### config.mk
export PLATFORM = sky130hd
export DESIGN_NAME = mac_operand_sequencer
export DESIGN_NICKNAME = d
export VERILOG_FILES = /design/src/rtl/mac_seq_pkg.sv /design/src/rtl/mac_seq_fifo.sv /design/src/rtl/mac_operand_sequencer.sv
export SDC_FILE = /design/constraint.sdc
export NUM_CORES = 1
export LEC_CHECK = 0
export ABC_AREA = 1
export CAP_MARGIN = 30
export CORE_MARGIN = 2
export CORE_UTILIZATION = 40
export CTS_CLUSTER_DIAMETER = 120
export CTS_CLUSTER_SIZE = 24
export DETAILED_ROUTE_END_ITERATION = 10
export GPL_TIMING_DRIVEN = 0
export SYNTH_ARGS = -nofsm -noshare
export SYNTH_HDL_FRONTEND = slang
export SYNTH_SLANG_ARGS = --single-unit
### constraint.sdc
create_clock -name clk -period 5.3 [get_ports clk]
set_input_delay 1.06 -clock clk [delete_from_list [all_inputs] [get_ports clk]]
set_output_delay 1.06 -clock clk [all_outputs]
set_load 0.02 [all_outputs]
### src/rtl/mac_seq_pkg.sv
// Shared types for the MAC operand sequencer: FSM states, operand/result widths
// and the FIFO entry layout.
package mac_seq_pkg;

  localparam int unsigned OPW  = 8;
  localparam int unsigned RESW = 16;

  typedef enum logic [2:0] {
    StIdle,
    StClear,
    StLoad,
    StWaitHi,
    StWaitLo,
    StSettle,
    StResult
  } state_e;

  typedef struct packed {
    logic           last;
    logic [OPW-1:0] a;
    logic [OPW-1:0] b;
  } fifo_entry_t;

endpackage

### src/rtl/mac_seq_fifo.sv
// Synchronous DEPTH-entry FIFO with show-ahead head for operand pairs.
// Push is ignored when full and pop is ignored when empty.
module mac_seq_fifo
  import mac_seq_pkg::*;
#(
  parameter int unsigned DEPTH = 4,
  localparam int unsigned AW   = $clog2(DEPTH)
) (
  input  logic        clk,
  input  logic        reset,
  input  logic        push,
  input  fifo_entry_t push_data,
  input  logic        pop,
  output fifo_entry_t head,
  output logic        full,
  output logic        empty,
  output logic [AW:0] count
);

  localparam logic [AW:0] DepthCnt = AW'(0) + (AW + 1)'(DEPTH);

  fifo_entry_t   mem_q [DEPTH];
  logic [AW-1:0] wr_ptr_q;
  logic [AW-1:0] rd_ptr_q;
  logic [AW:0]   count_q;
  logic          do_push;
  logic          do_pop;

  assign full    = (count_q == DepthCnt);
  assign empty   = (count_q == '0);
  assign count   = count_q;
  assign do_push = push && !full;
  assign do_pop  = pop && !empty;
  assign head    = mem_q[rd_ptr_q];

  // Pointer and occupancy bookkeeping; pointers wrap naturally (DEPTH is a power of 2).
  always_ff @(posedge clk) begin
    if (reset) begin
      wr_ptr_q <= '0;
      rd_ptr_q <= '0;
      count_q  <= '0;
    end else begin
      if (do_push) wr_ptr_q <= wr_ptr_q + 1'b1;
      if (do_pop)  rd_ptr_q <= rd_ptr_q + 1'b1;
      case ({do_push, do_pop})
        2'b10:   count_q <= count_q + 1'b1;
        2'b01:   count_q <= count_q - 1'b1;
        default: ;
      endcase
    end
  end

  // Storage array, no reset needed: contents are only read when count is non-zero.
  always_ff @(posedge clk) begin
    if (do_push) mem_q[wr_ptr_q] <= push_data;
  end

endmodule

### src/rtl/mac_operand_sequencer.sv
// Drives an 8x8 MAC from a stream of operand pairs: clears the accumulator at the
// start of each frame, issues one multiply per pair and returns the frame sum.
// Optional watchdog on the busy wait is enabled with `define MAC_TIMEOUT_EN.
module mac_operand_sequencer
  import mac_seq_pkg::*;
#(
  parameter int unsigned DEPTH       = 4,
  parameter int unsigned TIMEOUT_CYC = 32
) (
  input  logic            clk,
  input  logic            reset,
  input  logic            in_valid,
  output logic            in_ready,
  input  logic [OPW-1:0]  in_a,
  input  logic [OPW-1:0]  in_b,
  input  logic            in_last,
  output logic            out_valid,
  input  logic            out_ready,
  output logic [RESW-1:0] out_result,
  output logic            out_overflow,
  output logic            out_timeout,
  output logic [OPW-1:0]  mac_a,
  output logic [OPW-1:0]  mac_b,
  output logic            mac_set_b,
  output logic            mac_clr,
  input  logic            mac_busy,
  input  logic [RESW-1:0] mac_o,
  input  logic            mac_overflow
);

  localparam int unsigned CW = $clog2(DEPTH) + 1;

  if (DEPTH < 2 || (DEPTH & (DEPTH - 1)) != 0) begin : g_depth_check
    $error("DEPTH must be a power of 2 and at least 2");
  end
  if (TIMEOUT_CYC < 2) begin : g_timeout_check
    $error("TIMEOUT_CYC must be at least 2");
  end

  state_e          state_q, state_d;
  logic            first_q, first_d;
  logic            hi_seen_q, hi_seen_d;
  logic [OPW-1:0]  mac_a_q, mac_b_q;
  logic [RESW-1:0] result_q;
  logic            ovf_q;
  logic            pop;
  logic            capture;
  logic            timeout_fire;
  fifo_entry_t     in_entry;
  fifo_entry_t     head;
  logic            fifo_full;
  logic            fifo_empty;
  logic [CW-1:0]   fifo_count;

  assign in_entry = '{last: in_last, a: in_a, b: in_b};
  assign in_ready = !fifo_full;

  mac_seq_fifo #(
    .DEPTH (DEPTH)
  ) u_fifo (
    .clk       (clk),
    .reset     (reset),
    .push      (in_valid),
    .push_data (in_entry),
    .pop       (pop),
    .head      (head),
    .full      (fifo_full),
    .empty     (fifo_empty),
    .count     (fifo_count)
  );

`ifdef MAC_TIMEOUT_EN
  localparam int unsigned TW = $clog2(TIMEOUT_CYC + 1);

  logic [TW-1:0] to_cnt_q;
  logic          to_q;

  assign timeout_fire = (state_q == StWaitHi || state_q == StWaitLo) &&
                        (to_cnt_q == TW'(TIMEOUT_CYC - 1));
  assign out_timeout  = to_q;

  // Watchdog: counts cycles spent waiting on the MAC; sticky flag lasts until handoff.
  always_ff @(posedge clk) begin
    if (reset) begin
      to_cnt_q <= '0;
      to_q     <= 1'b0;
    end else begin
      if (state_q == StLoad) begin
        to_cnt_q <= '0;
      end else if (state_q == StWaitHi || state_q == StWaitLo) begin
        to_cnt_q <= to_cnt_q + 1'b1;
      end
      if (state_q == StResult && out_ready) begin
        to_q <= 1'b0;
      end else if (timeout_fire) begin
        to_q <= 1'b1;
      end
    end
  end
`else
  assign timeout_fire = 1'b0;
  assign out_timeout  = 1'b0;
`endif

  // Next-state and one-cycle MAC strobes.
  always_comb begin
    state_d   = state_q;
    first_d   = first_q;
    hi_seen_d = hi_seen_q;
    pop       = 1'b0;
    capture   = 1'b0;
    mac_clr   = 1'b0;
    mac_set_b = 1'b0;
    unique case (state_q)
      StIdle: begin
        if (!fifo_empty) state_d = first_q ? StClear : StLoad;
      end
      StClear: begin
        mac_clr = 1'b1;
        first_d = 1'b0;
        state_d = StLoad;
      end
      StLoad: begin
        mac_set_b = 1'b1;
        hi_seen_d = 1'b0;
        state_d   = StWaitHi;
      end
      StWaitHi: begin
        // A MAC that never raises busy has finished after two quiet cycles.
        if (timeout_fire)   state_d = StSettle;
        else if (mac_busy)  state_d = StWaitLo;
        else if (hi_seen_q) state_d = StSettle;
        else                hi_seen_d = 1'b1;
      end
      StWaitLo: begin
        if (timeout_fire || !mac_busy) state_d = StSettle;
      end
      StSettle: begin
        // The MAC accumulates on the negedge inside this cycle, so mac_o is final here.
        pop = 1'b1;
        if (head.last) begin
          capture = 1'b1;
          state_d = StResult;
        end else if (fifo_count > CW'(1)) begin
          state_d = StLoad;
        end else begin
          state_d = StIdle;
        end
      end
      StResult: begin
        if (out_ready) begin
          first_d = 1'b1;
          state_d = StIdle;
        end
      end
      default: state_d = StIdle;
    endcase
  end

  // State, held MAC operands and captured frame result.
  always_ff @(posedge clk) begin
    if (reset) begin
      state_q   <= StIdle;
      first_q   <= 1'b1;
      hi_seen_q <= 1'b0;
      mac_a_q   <= '0;
      mac_b_q   <= '0;
      result_q  <= '0;
      ovf_q     <= 1'b0;
    end else begin
      state_q   <= state_d;
      first_q   <= first_d;
      hi_seen_q <= hi_seen_d;
      if (state_q == StLoad) begin
        mac_a_q <= head.a;
        mac_b_q <= head.b;
      end
      if (capture) begin
        result_q <= mac_o;
        ovf_q    <= mac_overflow;
      end
    end
  end

  // Operands come straight from the FIFO head during LOAD so they are valid with the
  // set_b pulse, then stay held in registers until the next LOAD.
  assign mac_a        = (state_q == StLoad) ? head.a : mac_a_q;
  assign mac_b        = (state_q == StLoad) ? head.b : mac_b_q;
  assign out_valid    = (state_q == StResult);
  assign out_result   = result_q;
  assign out_overflow = ovf_q;

endmodule

## Word level (Yosys, flattened, before mapping)

Memories as Yosys holds them, arrays and structs flattened. A register that Yosys moved wholly into a read port is not among the register bits.
Cells that the tools add are included.

- Memories kept: 1
- Word-level logic and storage cells: 67
- Register bits after elaboration: 45
- Input bits: 39
- RAM bits: 68
- Output and inout port bits: 38

- $lt $le $gt $ge: 1
- Equality and inequality tests: 14
- Multiplexer cells: 25
- Reduce and logical (&&, ||, !) cells: 12
- Add/subtract/negate cells: 4

Memory list:

| name | depth | width | read ports | clocked after memory_dff | wr ports | RTL line | source |
|---|---|---|---|---|---|---|---|
| u_fifo.mem_q | 4 | 17 | 1 | 1 | 1 | mac_seq_fifo.sv:22 | `fifo_entry_t mem_q [DEPTH];` |

Operators with widths:

| operator | number |
|---|---|
| 3-bit one-hot mux with 7 select lines | 1 |
| 3-bit two-way mux | 6 |
| 8-bit two-way mux | 2 |
| 3-bit equality test, second input constant | 4 |
| 1-bit two-way mux | 9 |
| 2-bit two-way mux | 4 |
| 3-bit by 2-bit equality test with 1-bit output, second input constant | 2 |
| 3-bit logical NOT | 2 |
| 2-bit != test, second input constant | 3 |
| 3-bit one-hot mux with 2 select lines | 1 |
| 2-bit nonzero test | 3 |
| 2-bit by 1-bit adder with 2-bit output, second input constant | 2 |
| 1-bit one-hot mux with 2 select lines | 2 |
| 2-bit AND reduction | 2 |
| 4-bit AND reduction | 1 |
| 3-bit by 1-bit adder with 3-bit output, second input constant | 1 |
| 3-bit by 1-bit equality test with 1-bit output, second input constant | 1 |
| 3-bit by 1-bit > comparator with 1-bit output, second input constant | 1 |
| 3-bit != test, second input constant | 1 |
| 3-bit by 1-bit subtractor with 3-bit output, second input constant | 1 |
| 2-bit by 1-bit equality test with 1-bit output, second input constant | 1 |
| 2-bit equality test, second input constant | 1 |
| 1-bit logical AND | 2 |
| 1-bit logical NOT | 2 |
| 2-bit by 1-bit != test with 1-bit output, second input constant | 1 |

## Logic depth before layout (Yosys ltp)

- Depth in word-level cells: 5
- Depth in mapped cells: 11
- Depth with buffers taken out: 11

## By module

A second synthesis with hierarchy kept.

- Cell total of the unflattened synthesis: 486
- Area, all modules: 5036.1 um^2

Modules (own cells, without submodules):

| module | area an instance (um^2) | times used | sequential area each (um^2) | cells an instance |
|---|---|---|---|---|
| mac_seq_fifo | 3083.0 | 1 | 2222.1 | 234 |
| mac_operand_sequencer | 1953.1 | 1 | 760.7 | 252 |

## Worst setup path before layout

OpenSTA, ideal clock, no wires.

- Path kind: input to register
- Start point: input in_valid
- End point: memory u_fifo.mem_q[0][0] (netlist name) (enable)
- Setup time: 391 ps
- Stages: 2
- Arrival time: 1974 ps
- Buffers on the path: 0
- Setup slack: 2935 ps
- Required time: 4909 ps
- Cells stage by stage: nand2_1 nor2_1

- Word-level cells in the longest chain between the ends: 3

Ends and longest elaborated chain:

| item | RTL line | source |
|---|---|---|
| from (decl) | mac_operand_sequencer.sv:12 | `input logic in_valid,` |
| 1-bit logical AND | mac_seq_fifo.sv:32 | `assign do_push = push && !full;` |
| 1-bit two-way mux | mac_seq_fifo.sv:55 | `if (do_push) mem_q[wr_ptr_q] <= push_data;` |
| 1-bit two-way mux (implied by the code) | mac_seq_fifo.sv:55 |  |
| to (decl) | mac_seq_fifo.sv:22 |  |

Every way passes these cells.

==> flow_metrics.py <==
metrics = {
    "run_status": {
        "run_status": "completed",
    },
    "yosys": {
        "postSynthRegisterBits": 115,
        "synth_top_area_share": 0.440,
        "synth_edf_count": 68,
        "synth-warning-count": 0,
        "post_synth_instance_area_um2": 4650,
        "post-synth-top-area-cell": "sky130_fd_sc_hd__edfxtp_1",
        "synth.top_cells.by_area": "sky130_fd_sc_hd__edfxtp_1 44%, sky130_fd_sc_hd__dfxtp_1 20%, sky130_fd_sc_hd__nand2_1 7.0%, sky130_fd_sc_hd__a21oi_1 4.7%, sky130_fd_sc_hd__o21ai_0 4.0%",
        "async_reset_ff_frac": 0,
        "ys_types": 29,
        "ys.flop_type": "sky130_fd_sc_hd__edfxtp_1",
        "yosysMostFrequentCell": "sky130_fd_sc_hd__nand2_1",
        "postSynthNetCount": 496,
        "yosysSeqAreaShare": 0.642,
        "avgSynthCellArea_um2": 10.3,
        "synth.top_cells.by_count": "87 x sky130_fd_sc_hd__nand2_1, 68 x sky130_fd_sc_hd__edfxtp_1, 49 x sky130_fd_sc_hd__nor2_1",
        "syn_inst": 449,
    },
    "hold_path": {
        "worst_hold_path.num_cells": 2,
        "holdPathEnd": "out_result[0]$_SDFFE_PP0P_",
        "min-delay-path-class": "reg2reg",
        "worst_hold_startpoint": "out_result[0]$_SDFFE_PP0P_",
    },
    "drt": {
        "met2_wirelength_mm": 5.03,
        "wirelength_mm": 10.3,
        "routed-via-count": 3458,
        "drtIter0Drc": 252,
        "dr_wl_met3_um": 500,
        "route.layer.met1.wl_mm": 4.64,
        "vias_per_cell": 4.92,
        "detail_route.first_pass.iterations": 5,
        "route.detailed.drc": 0,
        "drt.antenna.violating_nets": 0,
        "route.top_layer_used": "met4",
        "detail_route.wl_per_cell_um": 14.7,
    },
    "worst_setup_path": {
        "path_depth": 7,
        "worstSetupStartpointType": "flip-flop",
        "path_cells": "inv_2, buf_2, o21ai_0, o22ai_1, nand2_1, nand2_1, clkdlybuf4s50_1",
        "worst_path_dominant_cell_family": "buffers and inverters",
        "critical_path_buf_inv_count": 3,
        "worstPathRequired_ns": 4.24,
        "rr_worst_depth": 6,
        "critical_path.slowest_cell": "sky130_fd_sc_hd__clkdlybuf4s50_1",
        "path_max_fanout": 10,
        "endpoint_kind": "output pin",
        "critical_path_at_ns": 2.45,
        "critical_path.max_stage_delay_ns": 0.61,
        "timing.rr.end": "u_fifo.mem_q[3][6]$_DFFE_PP_",
        "critPathMostFrequentCell": "sky130_fd_sc_hd__nand2_1",
        "startpoint_of_the_lowest_slack_register_to_register_path": "u_fifo.count[1]$_SDFFE_PP0P_",
        "worstSetupPathType": "reg2out",
        "rrSetupSlack_ns": 3.31,
    },
    "place": {
        "place_area_um2": 5650,
        "place_hpwl_mm": 7.17,
        "place.gp.congestion": 0.763,
        "numPortBuffers": 75,
        "post-place-cells": 671,
    },
    "floorplanning": {
        "start_util": 0.409,
        "core.rowCount": 39,
        "die-width_um": 112,
        "design.die.area_um2": 12500,
        "fp.dieH_um": 112,
        "core_area_um2": 11400,
        "num_io_pins": 77,
    },
    "final_layout": {
        "layout-area-overhead-vs-synth_pct": 33.7,
        "count_of_inserted_antenna_diode_cells": 0,
        "finalInstanceArea_um2": 6210,
        "nNetsFinal": 594,
        "layout-drive-gt1-share": 0.118,
        "multi_input_area_um2": 1410,
        "nFillCells": 990,
        "layout.area.seq_um2": 2980,
        "stdcell_count": 703,
    },
    "timing": {
        "max_freq_mhz": 285,
        "totalNegativeSetupSlack_ns": 0,
        "slew_headroom": 0.640,
        "tightestPinTransition_ns": 0.539,
        "hold_viol_final": 0,
        "rsz0062_at_grt": "false",
        "fin_worst_skew_ns": 0.0162,
        "final_period_minus_worst_setup_slack_ns": 3.51,
        "min_period_over_period": 0.662,
        "timing.final.max_slew_violations": 0,
        "setup_viol": 0,
    },
    "grt": {
        "global_route.overflow_total": 0,
        "grt_max_degree": 17,
        "grt_pass1_wl_mm": 16.4,
        "initial_antenna_violation_count": 0,
        "via_count_of_the_first_global_routing_pass": 3239,
        "grtUsageTotal": 0.171,
    },
    "clocking": {
        "cts-hold-fix-buffers": 0,
        "ctsHtreeMaxLevel": 4,
        "cts_inserted_buffers": 17,
        "max_buffers_root_to_sink": 2,
        "post_cts.resized_instances": 0,
        "clock_sinks": 115,
        "worstSkewPairLatency_ns": 0.41,
        "clock-root-buffer": "sky130_fd_sc_hd__clkbuf_16",
        "postCtsSetupBuffers": 0,
        "clk_pin_slew_worst_paths_ns": 0.05,
        "tritoncts_clock_tree": "built",
    },
    "job": {
        "max_cap_violations": 0,
    },
    "power_and_ir_drop": {
        "pwr_density_cell_nw_per_um2": 410,
        "ir_drop_uv": 245,
        "total_power_mw": 2.55,
        "leakagePower_nw": 2.36,
    },
}
==> worst max path at each step <==
stage	to	slack, ns
2_1_floorplan	u_fifo.mem_q[0][0]$_DFFE_PP_	2.94
3_3_place_gp	u_fifo.mem_q[3][10]$_DFFE_PP_	1.76
3_5_place_dp	mac_b[4]	2.23
4_1_cts	mac_b[4]	1.79
5_1_grt	mac_b[4]	1.63
6_report	mac_b[4]	1.79
==> logic make-up (layout without fill, tap and decap cells) <==
group	Yosys count	in the layout	share of synthesized area
AND/OR/NAND/NOR	170	170	0.161
flip-flops	115	115	0.642
AO/OA/AOI/OAI	104	104	0.116
buffers and inverters	50	161	0.0563
adder cells (fa/ha/maj)	8	8	0.0215
other	1	1	0.000807
XOR/XNOR	1	1	0.00189
==> placed cells by master (no fill, tap or decap), types with 6 or more instances in the layout <==
cell type and count:
sky130_fd_sc_hd__o21ai_1 7, sky130_fd_sc_hd__ha_1 8, sky130_fd_sc_hd__a21oi_1 44, sky130_fd_sc_hd__clkdlybuf4s50_1 75
sky130_fd_sc_hd__buf_2 7, sky130_fd_sc_hd__edfxtp_1 68, sky130_fd_sc_hd__o22ai_1 16, sky130_fd_sc_hd__inv_1 24
sky130_fd_sc_hd__nand2_1 87, sky130_fd_sc_hd__dfxtp_1 47, sky130_fd_sc_hd__o21ai_0 37, sky130_fd_sc_hd__nor2_1 45
sky130_fd_sc_hd__nand3_1 23, sky130_fd_sc_hd__buf_6 6, sky130_fd_sc_hd__clkbuf_16 17
==> worst reg2reg max path: stages (launching register included) <==
cell and delay (ns):
sky130_fd_sc_hd__dfxtp_1 0.36, sky130_fd_sc_hd__inv_1 0.09, sky130_fd_sc_hd__ha_1 0.19, sky130_fd_sc_hd__nand2_1 0.08, sky130_fd_sc_hd__nand2_1 0.23, sky130_fd_sc_hd__nor2_2 0.51
sky130_fd_sc_hd__buf_8 0.22
==> flip-flops by register name, summed over array words and instances (netlist names), named ones only <==
register and cells:
out_overflow 1, hi_seen_q 1, u_fifo.count 3, first_q 1
u_fifo.wr_ptr_q 2, u_fifo.rd_ptr_q 2, mac_b_q 8, out_result 16
mac_a_q 8, state_q 3, u_fifo.mem_q 68
==> per-stage QoR <==
| stage | setup WS, ns | utilization | hold slack, ns |
|---|---|---|---|
| after CTS | 1.79 | 0.546 | 0.461 |
| after floorplan | 2.94 | - | 0.436 |
| after global placement | 1.76 | 0.490 | 0.448 |
| after detailed placement | 2.23 | 0.497 | 0.454 |
| final | 1.79 | 0.546 | 0.459 |
| after global routing | 1.63 | 0.546 | 0.486 |
==> power by group <==
part | switching, mW | internal [mW]
Combinational | 0.251 | 0.185
Clock | 0.391 | 0.686
Sequential | 0.0268 | 1.01
Total | 0.669 | 1.88
==> final cells by class <==
type | count | area share
multi-input combinational | 284 | 0.227
sequential | 115 | 0.480
inverter | 29 | 0.0187
tap | 143 | 0.0288
clock inverter | 14 | 0.0222
buffer | 21 | 0.0234
timing repair buffer | 79 | 0.131
clock buffer | 18 | 0.0691
==> metal layers <==
layer	GRT usage	vias up
li1	-	1741
met1	0.211	1608
met2	0.278	96
met3	0.0512	13
met4	0.0749	0
met5	0	-
No activity file was read; power rests on OpenSTA's default activity.
